===== src/rtl/z80fi_insn_packer.sv =====
// Collects opcode bytes, the pre-execution state and the state writes of one
// instruction, then presents them as a z80fi retirement packet for one cycle.
module z80fi_insn_packer (
    input  logic        clk,
    input  logic        reset_n,
    input  logic        insn_start,
    input  logic        fetch_valid,
    input  logic [7:0]  fetch_byte,
    input  logic        insn_done,
    input  logic [15:0] pc_in,
    input  logic [7:0]  f_in,
    input  logic [7:0]  r_in,
    input  logic        iff2_in,
    input  logic        reg_wr,
    input  logic [3:0]  reg_wnum,
    input  logic [15:0] reg_wdata,
    input  logic        f_wr,
    input  logic [7:0]  f_wdata,
    input  logic [15:0] pc_wdata,
    output logic        z80fi_valid,
    output logic [31:0] z80fi_insn,
    output logic [2:0]  z80fi_insn_len,
    output logic [15:0] z80fi_pc_rdata,
    output logic [7:0]  z80fi_f_rdata,
    output logic [7:0]  z80fi_r_rdata,
    output logic        z80fi_iff2_rdata,
    output logic        z80fi_reg_wr,
    output logic [3:0]  z80fi_reg_wnum,
    output logic [15:0] z80fi_reg_wdata,
    output logic        z80fi_f_wr,
    output logic [7:0]  z80fi_f_wdata,
    output logic [15:0] z80fi_pc_wdata,
    output logic        z80fi_err,
    output logic        z80fi_abort,
    output logic [1:0]  dbg_state
);

    // Strobe semantics: every input strobe is a single-cycle qualifier with no
    // back-pressure; the packer never stalls the core.  z80fi_valid and
    // z80fi_abort are one-cycle pulses, all other packet outputs hold until the
    // next packet is loaded.

    typedef enum logic [1:0] {
        IDLE   = 2'd0,
        ACTIVE = 2'd1,
        EMIT   = 2'd2
    } state_t;

    typedef struct packed {
        logic [31:0] insn;
        logic [2:0]  len;
        logic        reg_wr;
        logic [3:0]  wnum;
        logic [15:0] wdata;
        logic        f_wr;
        logic [7:0]  f_wdata;
        logic        err;
    } acc_t;

    state_t      state;
    acc_t        cur;
    acc_t        fresh;
    acc_t        old_acc;
    acc_t        new_acc;
    acc_t        pkt_acc;
    logic [15:0] pre_pc;
    logic [7:0]  pre_f;
    logic [7:0]  pre_r;
    logic        pre_iff2;
    logic [15:0] pkt_pc;
    logic [7:0]  pkt_f;
    logic [7:0]  pkt_r;
    logic        pkt_iff2;
    logic        retire_old;
    logic        single;
    logic        abort_now;

    function automatic acc_t acc_apply(
        input acc_t        a,
        input logic        fv,
        input logic [7:0]  fb,
        input logic        rw,
        input logic [3:0]  rn,
        input logic [15:0] rd,
        input logic        fw,
        input logic [7:0]  fd
    );
        acc_t r;
        r = a;
        if (fv) begin
            if (r.len == 3'd4) begin
                r.err = 1'b1;
            end else begin
                case (r.len)
                    3'd0:    r.insn[7:0]   = fb;
                    3'd1:    r.insn[15:8]  = fb;
                    3'd2:    r.insn[23:16] = fb;
                    default: r.insn[31:24] = fb;
                endcase
                r.len = r.len + 3'd1;
            end
        end
        if (rw) begin
            if (r.reg_wr && (r.wnum != rn))
                r.err = 1'b1;
            r.reg_wr = 1'b1;
            r.wnum   = rn;
            r.wdata  = rd;
        end
        if (fw) begin
            r.f_wr    = 1'b1;
            r.f_wdata = fd;
        end
        return r;
    endfunction

    assign retire_old = (state == ACTIVE) && insn_done;
    assign single     = insn_start && insn_done && (state != ACTIVE);
    assign abort_now  = (state == ACTIVE) && insn_start && !insn_done;
    assign dbg_state  = state;

    // On a retire-and-start edge the fetch belongs to the new instruction while
    // the write strobes still belong to the retiring one.
    always_comb begin
        fresh     = '0;
        fresh.err = !fetch_valid;
        old_acc   = acc_apply(cur, fetch_valid && !insn_start, fetch_byte,
                              reg_wr, reg_wnum, reg_wdata, f_wr, f_wdata);
        new_acc   = acc_apply(fresh, fetch_valid, fetch_byte,
                              reg_wr && !retire_old, reg_wnum, reg_wdata,
                              f_wr && !retire_old, f_wdata);
        pkt_acc   = retire_old ? old_acc  : new_acc;
        pkt_pc    = retire_old ? pre_pc   : pc_in;
        pkt_f     = retire_old ? pre_f    : f_in;
        pkt_r     = retire_old ? pre_r    : r_in;
        pkt_iff2  = retire_old ? pre_iff2 : iff2_in;
    end

    always_ff @(posedge clk or negedge reset_n) begin
        if (!reset_n) begin
            state            <= IDLE;
            cur              <= '0;
            pre_pc           <= '0;
            pre_f            <= '0;
            pre_r            <= '0;
            pre_iff2         <= 1'b0;
            z80fi_valid      <= 1'b0;
            z80fi_abort      <= 1'b0;
            z80fi_insn       <= '0;
            z80fi_insn_len   <= '0;
            z80fi_pc_rdata   <= '0;
            z80fi_f_rdata    <= '0;
            z80fi_r_rdata    <= '0;
            z80fi_iff2_rdata <= 1'b0;
            z80fi_reg_wr     <= 1'b0;
            z80fi_reg_wnum   <= '0;
            z80fi_reg_wdata  <= '0;
            z80fi_f_wr       <= 1'b0;
            z80fi_f_wdata    <= '0;
            z80fi_pc_wdata   <= '0;
            z80fi_err        <= 1'b0;
        end else begin
            z80fi_valid <= retire_old || single;
            z80fi_abort <= abort_now;

            if (insn_start) begin
                cur      <= new_acc;
                pre_pc   <= pc_in;
                pre_f    <= f_in;
                pre_r    <= r_in;
                pre_iff2 <= iff2_in;
            end else if (state == ACTIVE) begin
                cur <= old_acc;
            end

            if (retire_old || single) begin
                z80fi_insn       <= pkt_acc.insn;
                z80fi_insn_len   <= pkt_acc.len;
                z80fi_pc_rdata   <= pkt_pc;
                z80fi_f_rdata    <= pkt_f;
                z80fi_r_rdata    <= pkt_r;
                z80fi_iff2_rdata <= pkt_iff2;
                z80fi_reg_wr     <= pkt_acc.reg_wr;
                z80fi_reg_wnum   <= pkt_acc.wnum;
                z80fi_reg_wdata  <= pkt_acc.wdata;
                z80fi_f_wr       <= pkt_acc.f_wr;
                z80fi_f_wdata    <= pkt_acc.f_wdata;
                z80fi_pc_wdata   <= pc_wdata;
                z80fi_err        <= pkt_acc.err;
            end

            if (single || (retire_old && !insn_start))
                state <= EMIT;
            else if (insn_start || (state == ACTIVE))
                state <= ACTIVE;
            else
                state <= IDLE;
        end
    end

endmodule

===== config.mk =====
export PLATFORM = sky130hd
export DESIGN_NAME = z80fi_insn_packer
export DESIGN_NICKNAME = d
export VERILOG_FILES = /design/src/rtl/z80fi_insn_packer.sv
export SDC_FILE = /design/constraint.sdc
export NUM_CORES = 1
export LEC_CHECK = 0
export BUFFER_PORTS_ARGS = -buffer_cell sky130_fd_sc_hd__clkbuf_2
export CELL_PAD_IN_SITES_DETAIL_PLACEMENT = 0
export CELL_PAD_IN_SITES_GLOBAL_PLACEMENT = 1
export CORE_AREA = 2 2 216 112
export CTS_CLUSTER_DIAMETER = 150
export CTS_CLUSTER_SIZE = 24
export DETAILED_ROUTE_END_ITERATION = 12
export DIE_AREA = 0 0 218 114
export GPL_ROUTABILITY_DRIVEN = 0
export PLACE_DENSITY_LB_ADDON = 0.1
export SYNTH_ARGS = -nofsm -noshare
export SYNTH_HDL_FRONTEND = slang
export SYNTH_SLANG_ARGS = --single-unit

===== constraint.sdc =====
create_clock -name clk -period 2.2 [get_ports clk]
set_input_delay 0 -clock clk [delete_from_list [all_inputs] [get_ports clk]]
set_output_delay 0 -clock clk [all_outputs]
set_load 0.02 [all_outputs]

==> impl_results.md <==
* ANT nets after route at 0
* Router iterations before antenna repair at 6
* Min-delay worst type: input pin to asynchronous set/reset pin
* Largest family of logic cells by synthesized area: compound AO/OA/AOI/OAI gates
* Crit path capture type: flop
* Synth unique cells at 44
* Top Ports at between 200 and 250
* Crit Path Category: flop to flop
* Detailed-route DRC error count at 0
* Starting Density at 40.8%
* Post-layout util at between 50% and 60%
* Grt ovf at 0
* Clock root cell: clkbuf_16
* Mapped Area at approximately 0.0095 sq mm
* Post-synthesis mux area share at 9.20%
* Setup skew after layout at between 0.02 and 0.025 ns
* CTS max path bufs at 3
* Final min period at 2.05 ns
* Most frequent standard cell in the layout excluding fill and tap cells: dfrtp_1
* Vias in the first global route at roughly 7,400
* Final Hold Slack at -0.00386 ns
* Multi-input gate area at 0.00360 sq mm
* DP Worst Slack at 0.274 ns
* Worst reg-to-reg setup slack at about 0.15 ns
* Initial antenna violation count at 0
* Adder-cell share of the synthesized area at less than 1%
* Clock sinks at 218
* Net count after synthesis at a little under 1,000
* Port bufs at 210
* Clock transition at path regs at 0.10 ns
* RSZ-0062 raised after global routing: false
* Worst setup path start: dbg_state[1]
* Via-to-Cell Ratio at ~5
* Post-CTS setup buffer count at 0
* Xor and xnor fraction of the mapped netlist area at 0.555%
* Nets@finish at about 1,200
* Final period util at between 90% and 100%
* Layout area overhead at 27.1%
* Warnings from Yosys at 0
* Fin. Hold Viols at 1
* P_leak at about 5.6 nW
* Pins Over Slew Limit at 0
* Die Wd at around 220 microns
* # diodes at 0
* Max VDD drop at ~420 uV
* Post-Syn Area per Cell at 10.8 sq um
* Drt wl/cell at roughly 18 microns
* Startpoint type of the worst setup path: flop
* Final Setup Violations at 0
* Synth Area in Compound Gates at ~15%
* Site row count at 40
* Num CTS Buffers at 13
* First-pass GRT wire length at around 42,000 microns
* Reg area at around 0.0055 sq mm
* Worst-path fanout max at 15
* Worst flop-to-flop path startpoint: dbg_state[1]
* Clk Latency, worst-skew pair at between 0.4 and 0.5 ns
* Fillcell total at about 2,200
* Synthesis-stage register bit count at approximately 220
* Failing checks: hold timing
* Pin count of the biggest net entering global routing at 79
* Pwr dens at around 780 mW/mm^2
* Vias at ~7,500
* Setup WS post-layout at about 0.15 ns
* Max_cap viols at 0
* # H-tree levels at 1
* Synth Instances at roughly 880
* Endpoint arrival time on the critical path at around 2.5 ns
* Core ar. at 0.0232 sq mm
* Outcome: complete, but fails checks
* TritonCTS clock tree: built
* Share of layout cells above drive strength 1 at 26.0%
* Most frequent cells in the layout: dfrtp_1, clkbuf_2, nand2_1
* Setup TNS at 0 ns
* DIE HEIGHT at between 100 and 150 microns
* DR iter-0 viols at around 500
* GRT Total Usage at a little over a fifth
* Die area at between 0.02 and 0.025 sq mm
* Sequential-to-total area share from yosys stat at about 58%
* Total chip power at 9.40 mW
* Drt total wl at approximately 26,000 microns
* Fmax at 0.487 GHz
* Rel. slew slack at around 53%
* DPL Wire Length at around 17,000 microns
* Worst Max-Slew Pin Slew at roughly 0.71 ns
* Simple-gate portion of the synthesized area at 13.1%
* Worst Path Required at ~2.6 ns
-- metrics by stage --
stage	cells	hold WS (ns)	instance area (sq um)
finish	1462	-0.00386	12000
detailed placement	1357	-0.0772	10800
CTS	1462	0.000248	12000
global placement	1357	-0.0759	10800
floorplan	881	-0.296	9470
global route	1462	0.0222	12000
-- where the power goes --
group / internal, mW / total [mW] / switching [mW]
Sequential: 4.47 / 4.76 / 0.282
Clock: 1.09 / 2.46 / 1.36
Combinational: 0.828 / 2.19 / 1.36
Total: 6.40 / 9.40 / 3.00
-- critical path, cell delays in order, from the launching register on --
cell	delay (ns)
dfrtp_1	0.41
and2b_4	0.38
buf_6	0.23
buf_4	0.20
nand3_1	0.08
a21oi_1	0.13
dlygate4sd3_1	0.56
-- layer usage --
layer | GRT usage [%] | part of all wire, %
met5 | 0 | 0
met2 | 30.2 | 42
met1 | 34.2 | 52
met4 | 2.99 | 1.1
met3 | 3.36 | 5.3
-- cell usage after synthesis --
| master | number | area share (%) |
|---|---|---|
| and3_1 | 2 | 0.13 |
| a221oi_2 | 1 | 0.16 |
| buf_2 | 24 | 1.3 |
| mux2_2 | 33 | 3.9 |
| o21ai_0 | 49 | 2.6 |
| o21ai_1 | 3 | 0.16 |
| inv_1 | 2 | 0.079 |
| and2_1 | 2 | 0.13 |
| dfrtp_1 | 218 | 58 |
| a41oi_1 | 1 | 0.092 |
| buf_4 | 4 | 0.32 |
| inv_2 | 1 | 0.040 |
| nor3b_1 | 5 | 0.40 |
| o31ai_1 | 1 | 0.079 |
| ha_1 | 4 | 0.53 |
| buf_6 | 11 | 1.3 |
| o21ai_4 | 2 | 0.34 |
| a22oi_1 | 8 | 0.63 |
| or3_1 | 1 | 0.066 |
| nor2_1 | 71 | 2.8 |
| nor3b_2 | 1 | 0.13 |
| a21oi_1 | 62 | 3.3 |
| and4bb_2 | 3 | 0.40 |
| nand2b_1 | 2 | 0.13 |
| mux2i_1 | 50 | 5.3 |
| nand2_1 | 137 | 5.4 |
| nor2b_4 | 1 | 0.15 |
| nor2b_1 | 1 | 0.066 |
| o22ai_1 | 33 | 2.2 |
| nand2_8 | 1 | 0.21 |
| a22o_1 | 28 | 2.6 |
| a21oi_2 | 1 | 0.092 |
| nand3_1 | 19 | 1.0 |
| and2b_4 | 1 | 0.11 |
| a21oi_4 | 1 | 0.17 |
| o211ai_4 | 1 | 0.22 |
| a211oi_1 | 1 | 0.079 |
| a21boi_0 | 2 | 0.16 |
| xnor2_1 | 6 | 0.55 |
| a31oi_1 | 25 | 1.7 |
| o21bai_1 | 1 | 0.079 |
| buf_1 | 1 | 0.040 |
| clkbuf_1 | 35 | 1.4 |
| nand3b_1 | 25 | 2.0 |
-- what timing repair did --
| action | CTS | global route |
|---|---|---|
| gates resized for setup | 0 | 3 |
| hold buffers | 91 | 0 |
| hold endpoints to repair | 401 | 0 |
| setup endpoints to repair | 0 | 1 |
-- path summary, 6_finish.rpt --
check                                     end  cells after the start
setup / recovery                      cur[47]                      6
hold / removal             z80fi_pc_rdata[13]                      2
setup reg to reg                      cur[47]                      6
hold reg to reg             z80fi_pc_wdata[9]                      2
max in group asynchronous            pre_r[7]                      3
min in group clk             z80fi_f_wdata[3]                      3
-- layout make-up --
type	count	share of cell area, %
Sequential cell	218	45.3
Clock buffer	13	2.70
Timing Repair Buffer	327	18.5
Clock inverter	1	0.249
Multi-Input combinational cell	585	29.9
Inverter	3	0.104
Tap cell	315	3.27
-- cells by family after synthesis --
logic type	Yosys count
simple gates	272
compound gates	220
flops	218
mux	83
buf+inv	78
xor+xnor	6
fa+ha+maj	4
-- state kept, by name (all words and copies together), names as in the netlist, 8 cells and up --
signal           count
pre_r                8
z80fi_pc_rdata      16
z80fi_f_rdata        8
z80fi_f_wdata        8
z80fi_insn          32
z80fi_reg_wdata     16
pre_f                8
z80fi_pc_wdata      16
pre_pc              16
z80fi_r_rdata        8
cur                 66
Power figures use the tool's default switching activity.
